$ cat config.mk
export PLATFORM = sky130hd
export DESIGN_NAME = traffic_input_stage
export DESIGN_NICKNAME = d
export VERILOG_FILES = /design/src/rtl/traffic_input_stage.sv
export SDC_FILE = /design/constraint.sdc
export NUM_CORES = 1
export LEC_CHECK = 0
export CORE_AREA = 2 2 96 98
export CTS_BUF_LIST = sky130_fd_sc_hd__clkbuf_16
export CTS_CLUSTER_DIAMETER = 60
export DETAILED_ROUTE_END_ITERATION = 7
export DIE_AREA = 0 0 98 100
export SLEW_MARGIN = 20
export SYNTH_ARGS = -nofsm -noshare
export SYNTH_HDL_FRONTEND = slang
export SYNTH_SLANG_ARGS = --single-unit
$ cat constraint.sdc
create_clock -name clk -period 7.35 [get_ports clk]
set_input_delay 1.8375 -clock clk [delete_from_list [all_inputs] [get_ports clk]]
set_output_delay 1.8375 -clock clk [all_outputs]
set_load 0.05 [all_outputs]
$ cat src/rtl/traffic_input_stage.sv
// -----------------------------------------------------------------------------
// traffic_input_stage
//
// Front end of the traffic-light sequencer. Conditions the two raw vehicle
// sensors (2-flop synchroniser, debounce, sticky request latch) and generates
// the 1 Hz timebase (single-cycle tick plus a saturating seconds counter).
// Everything runs on clk; there are no derived clocks and every output is
// driven straight from a flop.
//
// Parameters:
//   TICK_DIV        clk cycles per tick period (>= 2)
//   DEBOUNCE_CYCLES cycles a synchronised level must persist before acceptance (>= 1)
//   SEC_W           width of the seconds counter
//
// Ports:
//   clk        system clock, rising edge
//   rst        asynchronous, active-high reset
//   s0_raw     main-road sensor, asynchronous, may bounce
//   s1_raw     side-road sensor, asynchronous, may bounce
//   ack0/ack1  sequencer acknowledge, clears the matching request (level)
//   clr_sec    synchronous clear of sec_count
//   s0_clean   debounced s0 level
//   s1_clean   debounced s1 level
//   req0/req1  latched requests, held until acknowledged
//   tick       one-cycle pulse every TICK_DIV cycles
//   sec_count  ticks since last clear, saturating
// -----------------------------------------------------------------------------
module traffic_input_stage #(
   parameter int unsigned TICK_DIV        = 50000000,
   parameter int unsigned DEBOUNCE_CYCLES = 500000,
   parameter int unsigned SEC_W           = 4
) (
   input  logic             clk,
   input  logic             rst,
   input  logic             s0_raw,
   input  logic             s1_raw,
   input  logic             ack0,
   input  logic             ack1,
   input  logic             clr_sec,
   output logic             s0_clean,
   output logic             s1_clean,
   output logic             req0,
   output logic             req1,
   output logic             tick,
   output logic [SEC_W-1:0] sec_count
);

   localparam int unsigned DB_W  = $clog2(DEBOUNCE_CYCLES + 1);
   localparam int unsigned DIV_W = $clog2(TICK_DIV);

   localparam logic [DB_W-1:0]  DB_LAST  = DB_W'(DEBOUNCE_CYCLES - 1);
   localparam logic [DIV_W-1:0] DIV_LAST = DIV_W'(TICK_DIV - 1);
   localparam logic [SEC_W-1:0] SEC_MAX  = '1;

   // Channel 0 is the main road, channel 1 the side road.
   logic [1:0] raw;
   logic [1:0] ack;

   assign raw = {s1_raw, s0_raw};
   assign ack = {ack1, ack0};

   // ---------------------------------------------------------------------------
   // Sensor conditioning state
   // ---------------------------------------------------------------------------
   logic [1:0]            sync1_q;
   logic [1:0]            sync2_q;
   logic [1:0][DB_W-1:0]  db_cnt_q, db_cnt_d;
   logic [1:0]            clean_q, clean_d;
   logic [1:0]            clean_prev_q;
   logic [1:0]            req_q, req_d;
   logic [1:0]            rise;

   // ---------------------------------------------------------------------------
   // Timebase state
   // ---------------------------------------------------------------------------
   logic [DIV_W-1:0]      div_q, div_d;
   logic                  tick_q, tick_d;
   logic [SEC_W-1:0]      sec_q, sec_d;

   // Debounce: the counter measures how long the synchronised level has
   // disagreed with the accepted level; any agreement restarts the count, so a
   // glitch shorter than DEBOUNCE_CYCLES never gets through.
   always_comb begin
      clean_d  = clean_q;
      db_cnt_d = '0;
      for (int i = 0; i < 2; i++) begin
         if (sync2_q[i] != clean_q[i]) begin
            if (db_cnt_q[i] == DB_LAST) begin
               clean_d[i] = sync2_q[i];
            end else begin
               db_cnt_d[i] = db_cnt_q[i] + DB_W'(1);
            end
         end
      end
   end

   // Request latch: a new debounced arrival takes priority over an ack in the
   // same cycle so that no arrival is lost; falling edges are ignored.
   assign rise  = clean_q & ~clean_prev_q;
   assign req_d = rise | (req_q & ~ack);

   // Free-running divider; tick is registered from the next divider value so
   // it lines up with the cycle in which the divider sits at TICK_DIV-1.
   always_comb begin
      if (div_q == DIV_LAST) begin
         div_d = '0;
      end else begin
         div_d = div_q + DIV_W'(1);
      end
      tick_d = (div_d == DIV_LAST);
   end

   // Seconds counter: clear beats a coincident tick; saturates, never wraps.
   always_comb begin
      sec_d = sec_q;
      if (clr_sec) begin
         sec_d = '0;
      end else if (tick_q && (sec_q != SEC_MAX)) begin
         sec_d = sec_q + SEC_W'(1);
      end
   end

   always_ff @(posedge clk or posedge rst) begin
      if (rst) begin
         sync1_q      <= '0;
         sync2_q      <= '0;
         db_cnt_q     <= '0;
         clean_q      <= '0;
         clean_prev_q <= '0;
         req_q        <= '0;
         div_q        <= '0;
         tick_q       <= 1'b0;
         sec_q        <= '0;
      end else begin
         sync1_q      <= raw;
         sync2_q      <= sync1_q;
         db_cnt_q     <= db_cnt_d;
         clean_q      <= clean_d;
         clean_prev_q <= clean_q;
         req_q        <= req_d;
         div_q        <= div_d;
         tick_q       <= tick_d;
         sec_q        <= sec_d;
      end
   end

   assign s0_clean  = clean_q[0];
   assign s1_clean  = clean_q[1];
   assign req0      = req_q[0];
   assign req1      = req_q[1];
   assign tick      = tick_q;
   assign sec_count = sec_q;

endmodule

==> impl_metrics.json, run 1 <==
{
  "cp-end-kind": "primary output",
  "result_of_the_run": "complete, no violations",
  "cpPeakStageDelay_ns": 0.82,
  "grt-ovfl-total": 0,
  "area.growth.synth_to_final_pct": 15.1,
  "ant_nets": 0,
  "path_clk_slew_ns": 0.06,
  "share_of_layout_cells_above_drive_strength_1_pct": 7.21,
  "ir_worst_vdd_mv": 0.117,
  "grt_first_pass_wirelength_mm": 12.4,
  "post_layout_util_pct": 50.2,
  "antenna-diode-count": 0,
  "yosys_most_used_dff": "sky130_fd_sc_hd__dfrtp_1",
  "critical_path.reg2reg.startpoint": "div_q[0]",
  "p_total_uw": 940,
  "die_w_um": 98,
  "firstDrtPassIters": 4,
  "dr.first_iter.drc_count": 137,
  "crit_path_cell_chain": "clkdlybuf4s50_1",
  "synth_cells": 391,
  "std_cell_rows": 35,
  "ioPinCount": 16,
  "clock_tree.root_cell": "sky130_fd_sc_hd__clkbuf_16",
  "die_h_um": 100,
  "worst_hold_path_type": "reg -> reg",
  "synth_top_cell_by_area": "sky130_fd_sc_hd__dfrtp_1",
  "timing.critical_path.required_ns": 5.51,
  "synth_largest_type_area_fraction_pct": 51.0,
  "wl_met3_um": 159,
  "critPathLaunch": "sec_count[0]",
  "htreeDepth": 3,
  "drv_cap": 0,
  "cp_max_fo": 4,
  "timing.final.hold_violations": 0,
  "cp_num_buf_inv": 1,
  "wl_per_cell_um": 13.0,
  "edff_count_synth": 0,
  "first_global_vias": 2617,
  "clockBufferDepth": 2,
  "cts.sinks": 79,
  "synth_seq_area_share_pct": 51.0,
  "start_util_pct": 43.6,
  "tritoncts": "built",
  "routabilityCongestion": 0.819,
  "post_cts_buffers": 0,
  "io_buffers": 15,
  "finalMaxSlewViolations": 0,
  "yosys_reg_bits": 79,
  "num-nets-final": 422,
  "clkLatencyLatePin_ns": 0.33,
  "synthesis.area_per_instance_um2": 9.91,
  "hold_path_startpoint": "sync1_q[0]",
  "yosysWarningCount": 0,
  "initial_antenna_violation_count": 0,
  "crit_arrival_ns": 1.56,
  "share_of_synthesized_flip_flops_with_an_asynchronous_set_or_reset_pct": 100,
  "syn_nets": 402,
  "post_cts_resized": 0,
  "cts-buffers-inserted": 9,
  "timing.final.crit_share_pct": 46.3,
  "clock-skew-final_ns": 0.00829,
  "post_synth_num_cell_types": 46,
  "relSlewSlack_pct": 43.1,
  "yosys-top-cells-area": "sky130_fd_sc_hd__dfrtp_1, sky130_fd_sc_hd__xnor2_1, sky130_fd_sc_hd__nor2_1, sky130_fd_sc_hd__xor2_1, sky130_fd_sc_hd__nand2_1",
  "r2r_slack_ns": 4.72,
  "fmaxAchievable_mhz": 294,
  "p_per_area_nw_per_um2": 211,
  "gr-usage-all-layers_pct": 15.7,
  "timing.hold.ws_ns": 0.350,
  "worst_path_top_cell_family_by_delay": "buffers and inverters",
  "wl_met2_mm": 3.04,
  "syn-cell-area_um2": 3870,
  "number_of_buffers_added_to_fix_hold_violations_after_cts": 0,
  "place.detailed.hpwl_mm": 4.66,
  "core-area_um2": 8890,
  "timing_worst_setup_path_type": "reg -> out",
  "num_vias": 2697,
  "timing.critical_path.from_type": "register",
  "worstMarginPinSlew_ns": 0.850,
  "detail_route.drc_violations": 0,
  "met1_length_mm": 3.56,
  "crit_path_time_final_ns": 3.40,
  "maximum_number_of_pins_on_one_net_before_global_route_repair": 80,
  "report.final.setup_viol": 0,
  "p_leak_uw": 0.00188,
  "dieArea_um2": 9800,
  "final_setup_tns_ns": 0,
  "avgViaCountPerCell": 5.12,
  "routed_wirelength_mm": 6.85,
  "maxUsedRoutingLayer": "met4",
  "cpMaxStageDelayCell": "sky130_fd_sc_hd__clkdlybuf4s50_1",
  "grt_setup_unrepaired": "no"
}
[flip-flops by register name (all words and copies together) (netlist names)]
signal	cells
db_cnt_q	38
req_q	2
clean_q	2
clean_prev_q	2
div_q	26
sec_count	4
tick	1
sync2_q	2
sync1_q	2
[layer usage]
metal	up-vias	global-route usage, %
met5	-	0
met4	0	4.81
met3	7	4.46
met2	19	23.8
met1	1299	21.9
li1	1372	-
[cells in the mapped netlist, types with 3 or more instances]
cell and n:
sky130_fd_sc_hd__or4_1 3, sky130_fd_sc_hd__ha_1 4, sky130_fd_sc_hd__nand4_1 14, sky130_fd_sc_hd__nor4_1 11
sky130_fd_sc_hd__buf_2 4, sky130_fd_sc_hd__nor2_1 69, sky130_fd_sc_hd__xor2_1 28, sky130_fd_sc_hd__or3_1 3
sky130_fd_sc_hd__nor3_1 15, sky130_fd_sc_hd__nand2_1 33, sky130_fd_sc_hd__inv_1 15, sky130_fd_sc_hd__a21oi_1 3
sky130_fd_sc_hd__o21ai_0 3, sky130_fd_sc_hd__nand3_1 23, sky130_fd_sc_hd__or2_2 3, sky130_fd_sc_hd__dfrtp_1 79
sky130_fd_sc_hd__xnor2_1 34, sky130_fd_sc_hd__and4_1 5, sky130_fd_sc_hd__and3_1 7
[where the power goes]
group / switching, µW / internal [µW]
Clock: 178 / 298
Sequential: 3.37 / 439
Combinational: 14.8 / 6.77
Total: 196 / 743
[through the flow]
| stage | worst slack, ns | cell area, µm² | cells |
|---|---|---|---|
| after global placement | 4.17 | 4140 | 511 |
| after CTS | 3.91 | 4460 | 527 |
| after detailed placement | 4.15 | 4140 | 511 |
| after global routing | 3.88 | 4460 | 527 |
| after floorplan | 3.49 | 3870 | 391 |
| final | 3.95 | 4460 | 527 |
[final timing paths]
kind	endpoint	depth (start not counted)
worst max-delay path	sec_count[0]	1
worst min-delay path	sync2_q[0]	0
worst max register to register	div_q[23]	5
worst min register to register	sync2_q[0]	0
max in group asynchronous	db_cnt_q[17]	3
min in group asynchronous	db_cnt_q[24]	3
[layout by cell type (no fill, tap or decap), types with 2 or more instances in the layout]
master,instances
sky130_fd_sc_hd__o21ai_0,3
sky130_fd_sc_hd__or4_1,3
sky130_fd_sc_hd__nor3_1,15
sky130_fd_sc_hd__clkbuf_16,9
sky130_fd_sc_hd__o22ai_1,2
sky130_fd_sc_hd__inv_1,14
sky130_fd_sc_hd__mux2i_1,2
sky130_fd_sc_hd__or2_2,3
sky130_fd_sc_hd__nor4_1,11
sky130_fd_sc_hd__nand3b_1,2
sky130_fd_sc_hd__clkinv_2,2
sky130_fd_sc_hd__nor2b_1,2
sky130_fd_sc_hd__ha_1,4
sky130_fd_sc_hd__and4_1,5
sky130_fd_sc_hd__xnor2_1,34
sky130_fd_sc_hd__and3_1,7
sky130_fd_sc_hd__nand3_1,23
sky130_fd_sc_hd__dfrtp_1,79
sky130_fd_sc_hd__or3_1,3
sky130_fd_sc_hd__bufinv_16,2
sky130_fd_sc_hd__and2_1,2
sky130_fd_sc_hd__nand4_1,14
sky130_fd_sc_hd__xor2_1,28
sky130_fd_sc_hd__nand2b_1,2
sky130_fd_sc_hd__nand4_2,2
sky130_fd_sc_hd__nor2_1,69
sky130_fd_sc_hd__inv_6,2
sky130_fd_sc_hd__a21oi_1,3
sky130_fd_sc_hd__nand2_1,33
sky130_fd_sc_hd__clkdlybuf4s50_1,15
[layout make-up]
cell class                      instances  area (µm²)
Fill cell                             844        4430
Sequential cell                        79        1980
Multi-Input combinational cell        290        1810
Clock buffer                            9         225
Timing Repair Buffer                   16         161
Tap cell                              111         139
Clock inverter                          7        93.8
Inverter                               15        57.6
[cell families after synthesis]
group / share of synthesized area (%)
AO/OA/AOI/OAI: 2.23
buffers and inverters: 2.36
adder cells (fa/ha/maj): 1.29
AND/OR/NAND/NOR: 28.6
multiplexers: 0.517
flip-flops: 51.0
XOR/XNOR: 14.0
Power figures use the tool's default switching activity.
==> run 2: changes to the inputs <==
clock period = 3.1 ns   (was 7.35 ns; I/O delays follow)
==> run 2 against run 1 <==
Effect of this change: wire length increased by 2.0%; clock power is 140% higher; cell area is 0.62% higher; largest cell class unchanged; critical path type is now reg -> reg; critical endpoint is now div_q[23]; clock-buffer cell count unchanged; via count is 0.85% higher.
==> impl_metrics.json, run 2 (same netlist as run 1, synthesis figures left out) <==
{
  "critical_path.reg2reg.startpoint": "div_q[0]",
  "timing_worst_setup_path_type": "reg -> reg",
  "gr-usage-all-layers_pct": 15.6,
  "grt_setup_unrepaired": "no",
  "crit_arrival_ns": 2.80,
  "cp_max_fo": 9,
  "met1_length_mm": 3.47,
  "dieArea_um2": 9800,
  "relSlewSlack_pct": 54.1,
  "crit_path_time_final_ns": 2.58,
  "routabilityCongestion": 0.903,
  "first_global_vias": 2653,
  "ir_worst_vdd_mv": 0.244,
  "wl_met3_um": 175,
  "number_of_buffers_added_to_fix_hold_violations_after_cts": 0,
  "cp-end-kind": "register",
  "wl_met2_mm": 3.25,
  "cts.sinks": 79,
  "timing.critical_path.required_ns": 3.32,
  "timing.critical_path.from_type": "register",
  "htreeDepth": 3,
  "cellInternalPower_uw": 1830,
  "wl_per_cell_um": 13.2,
  "initial_antenna_violation_count": 0,
  "finalMaxSlewViolations": 0,
  "hold_path_startpoint": "sync1_q[0]",
  "dr.first_iter.drc_count": 77,
  "share_seq_of_total_power_pct": 46.4,
  "worstReg2RegEnd": "div_q[23]",
  "antenna-diode-count": 0,
  "flip_flop_count_of_the_largest_register_all_copies_and_words_added": 38,
  "area.growth.synth_to_final_pct": 15.8,
  "cts-buffers-inserted": 9,
  "clockBufferDepth": 2,
  "clock-skew-final_ns": 0.00527,
  "share_of_layout_cells_above_drive_strength_1_pct": 6.71,
  "ant_nets": 0,
  "report.final.setup_viol": 0,
  "final_common_cell": "sky130_fd_sc_hd__dfrtp_1",
  "maximum_number_of_pins_on_one_net_before_global_route_repair": 51,
  "result_of_the_run": "complete, no violations",
  "num-nets-final": 423,
  "switching_fraction_pct": 18.9,
  "routed_wirelength_mm": 6.99,
  "detail_route.drc_violations": 0,
  "maxUsedRoutingLayer": "met4",
  "worstMarginPinSlew_ns": 0.683,
  "worst_hold_path_type": "reg -> reg",
  "die_h_um": 100,
  "io_buffers": 15,
  "p_per_area_nw_per_um2": 504,
  "r2r_slack_ns": 0.52,
  "path_clk_slew_ns": 0.06,
  "hold-path-cell-count": 0,
  "max_flop_register": "db_cnt_q",
  "p_total_uw": 2260,
  "place.detailed.hpwl_mm": 4.84,
  "final_setup_tns_ns": 0,
  "num_vias": 2720,
  "post_cts_buffers": 0,
  "die_w_um": 98,
  "p_leak_uw": 0.00190,
  "std_cell_rows": 35,
  "fmaxAchievable_mhz": 388,
  "combinationalPowerShare_pct": 2.3,
  "grt-ovfl-total": 0,
  "clock_tree.root_cell": "sky130_fd_sc_hd__clkbuf_16",
  "avgViaCountPerCell": 5.15,
  "start_util_pct": 43.6,
  "drv_cap": 0,
  "clkLatencyLatePin_ns": 0.33,
  "post_cts_resized": 0,
  "clkPwrFrac_pct": 51.3,
  "tritoncts": "built",
  "grt_first_pass_wirelength_mm": 12.5,
  "timing.final.crit_share_pct": 83.1,
  "layout_common_cells": "sky130_fd_sc_hd__dfrtp_1, sky130_fd_sc_hd__nor2_1, sky130_fd_sc_hd__xnor2_1, sky130_fd_sc_hd__nand2_1, sky130_fd_sc_hd__xor2_1",
  "power_switching_uw": 428,
  "ioPinCount": 16,
  "hold_end": "sync2_q[0]",
  "firstDrtPassIters": 4,
  "timing.final.hold_violations": 0,
  "reg2regPathDepth": 6,
  "core-area_um2": 8890
}
==> run 2: cell type report <==
class                           instances  area, µm²
Timing Repair Buffer                   17        178
Sequential cell                        79       1980
Inverter                               15       57.6
Clock buffer                            9        225
Multi-Input combinational cell        290       1810
Tap cell                              111        139
Fill cell                             807       4400
Clock inverter                          7        105
==> run 2: worst max-delay path, cell delays in order (launching register included) <==
cell and delay (ns):
sky130_fd_sc_hd__dfrtp_1 0.43, sky130_fd_sc_hd__ha_1 0.29, sky130_fd_sc_hd__nand4_2 0.20, sky130_fd_sc_hd__or4_4 0.56
sky130_fd_sc_hd__nor4b_4 0.56, sky130_fd_sc_hd__buf_4 0.26, sky130_fd_sc_hd__o21ba_2 0.16
==> run 2: worst max-delay path by stage <==
stage             start              end  slack, ns
2_1_floorplan       rst  clean_prev_q[0]       0.30
3_3_place_gp   div_q[0]        div_q[23]       0.66
3_5_place_dp   div_q[0]        div_q[23]       0.51
4_1_cts        div_q[0]        div_q[23]       0.50
5_1_grt        div_q[0]        div_q[23]       0.40
6_report       div_q[0]        div_q[23]       0.52
==> run 2: metrics by stage <==
| step | area (µm²) | worst slack [ns] | utilization (%) | instances | hold WS [ns] |
|---|---|---|---|---|---|
| CTS | 4490 | 0.501 | 50.5 | 528 | 0.349 |
| global route | 4490 | 0.400 | 50.5 | 528 | 0.353 |
| finish | 4490 | 0.524 | 50.5 | 528 | 0.348 |
| floorplan | 3870 | 0.302 | - | 391 | 0.331 |
| detailed placement | 4160 | 0.512 | 46.8 | 512 | 0.335 |
| global placement | 4160 | 0.658 | 46.8 | 512 | 0.335 |
==> run 2: layer usage <==
| layer | track usage [%] | vias to the layer above |
|---|---|---|
| li1 | - | 1379 |
| met1 | 20.8 | 1310 |
| met2 | 25.0 | 22 |
| met3 | 3.83 | 9 |
| met4 | 5.13 | 0 |
| met5 | 0 | - |
==> run 2: power by group through the flow <==
stage	logic (µW)	clock network (µW)	registers [µW]
after global routing	63.1	1230	1050
after floorplan	35.0	0	1070
after detailed placement	55.8	0	1070
after CTS	56.1	1190	1050
after global placement	54.6	0	1070
final	52.8	1160	1050
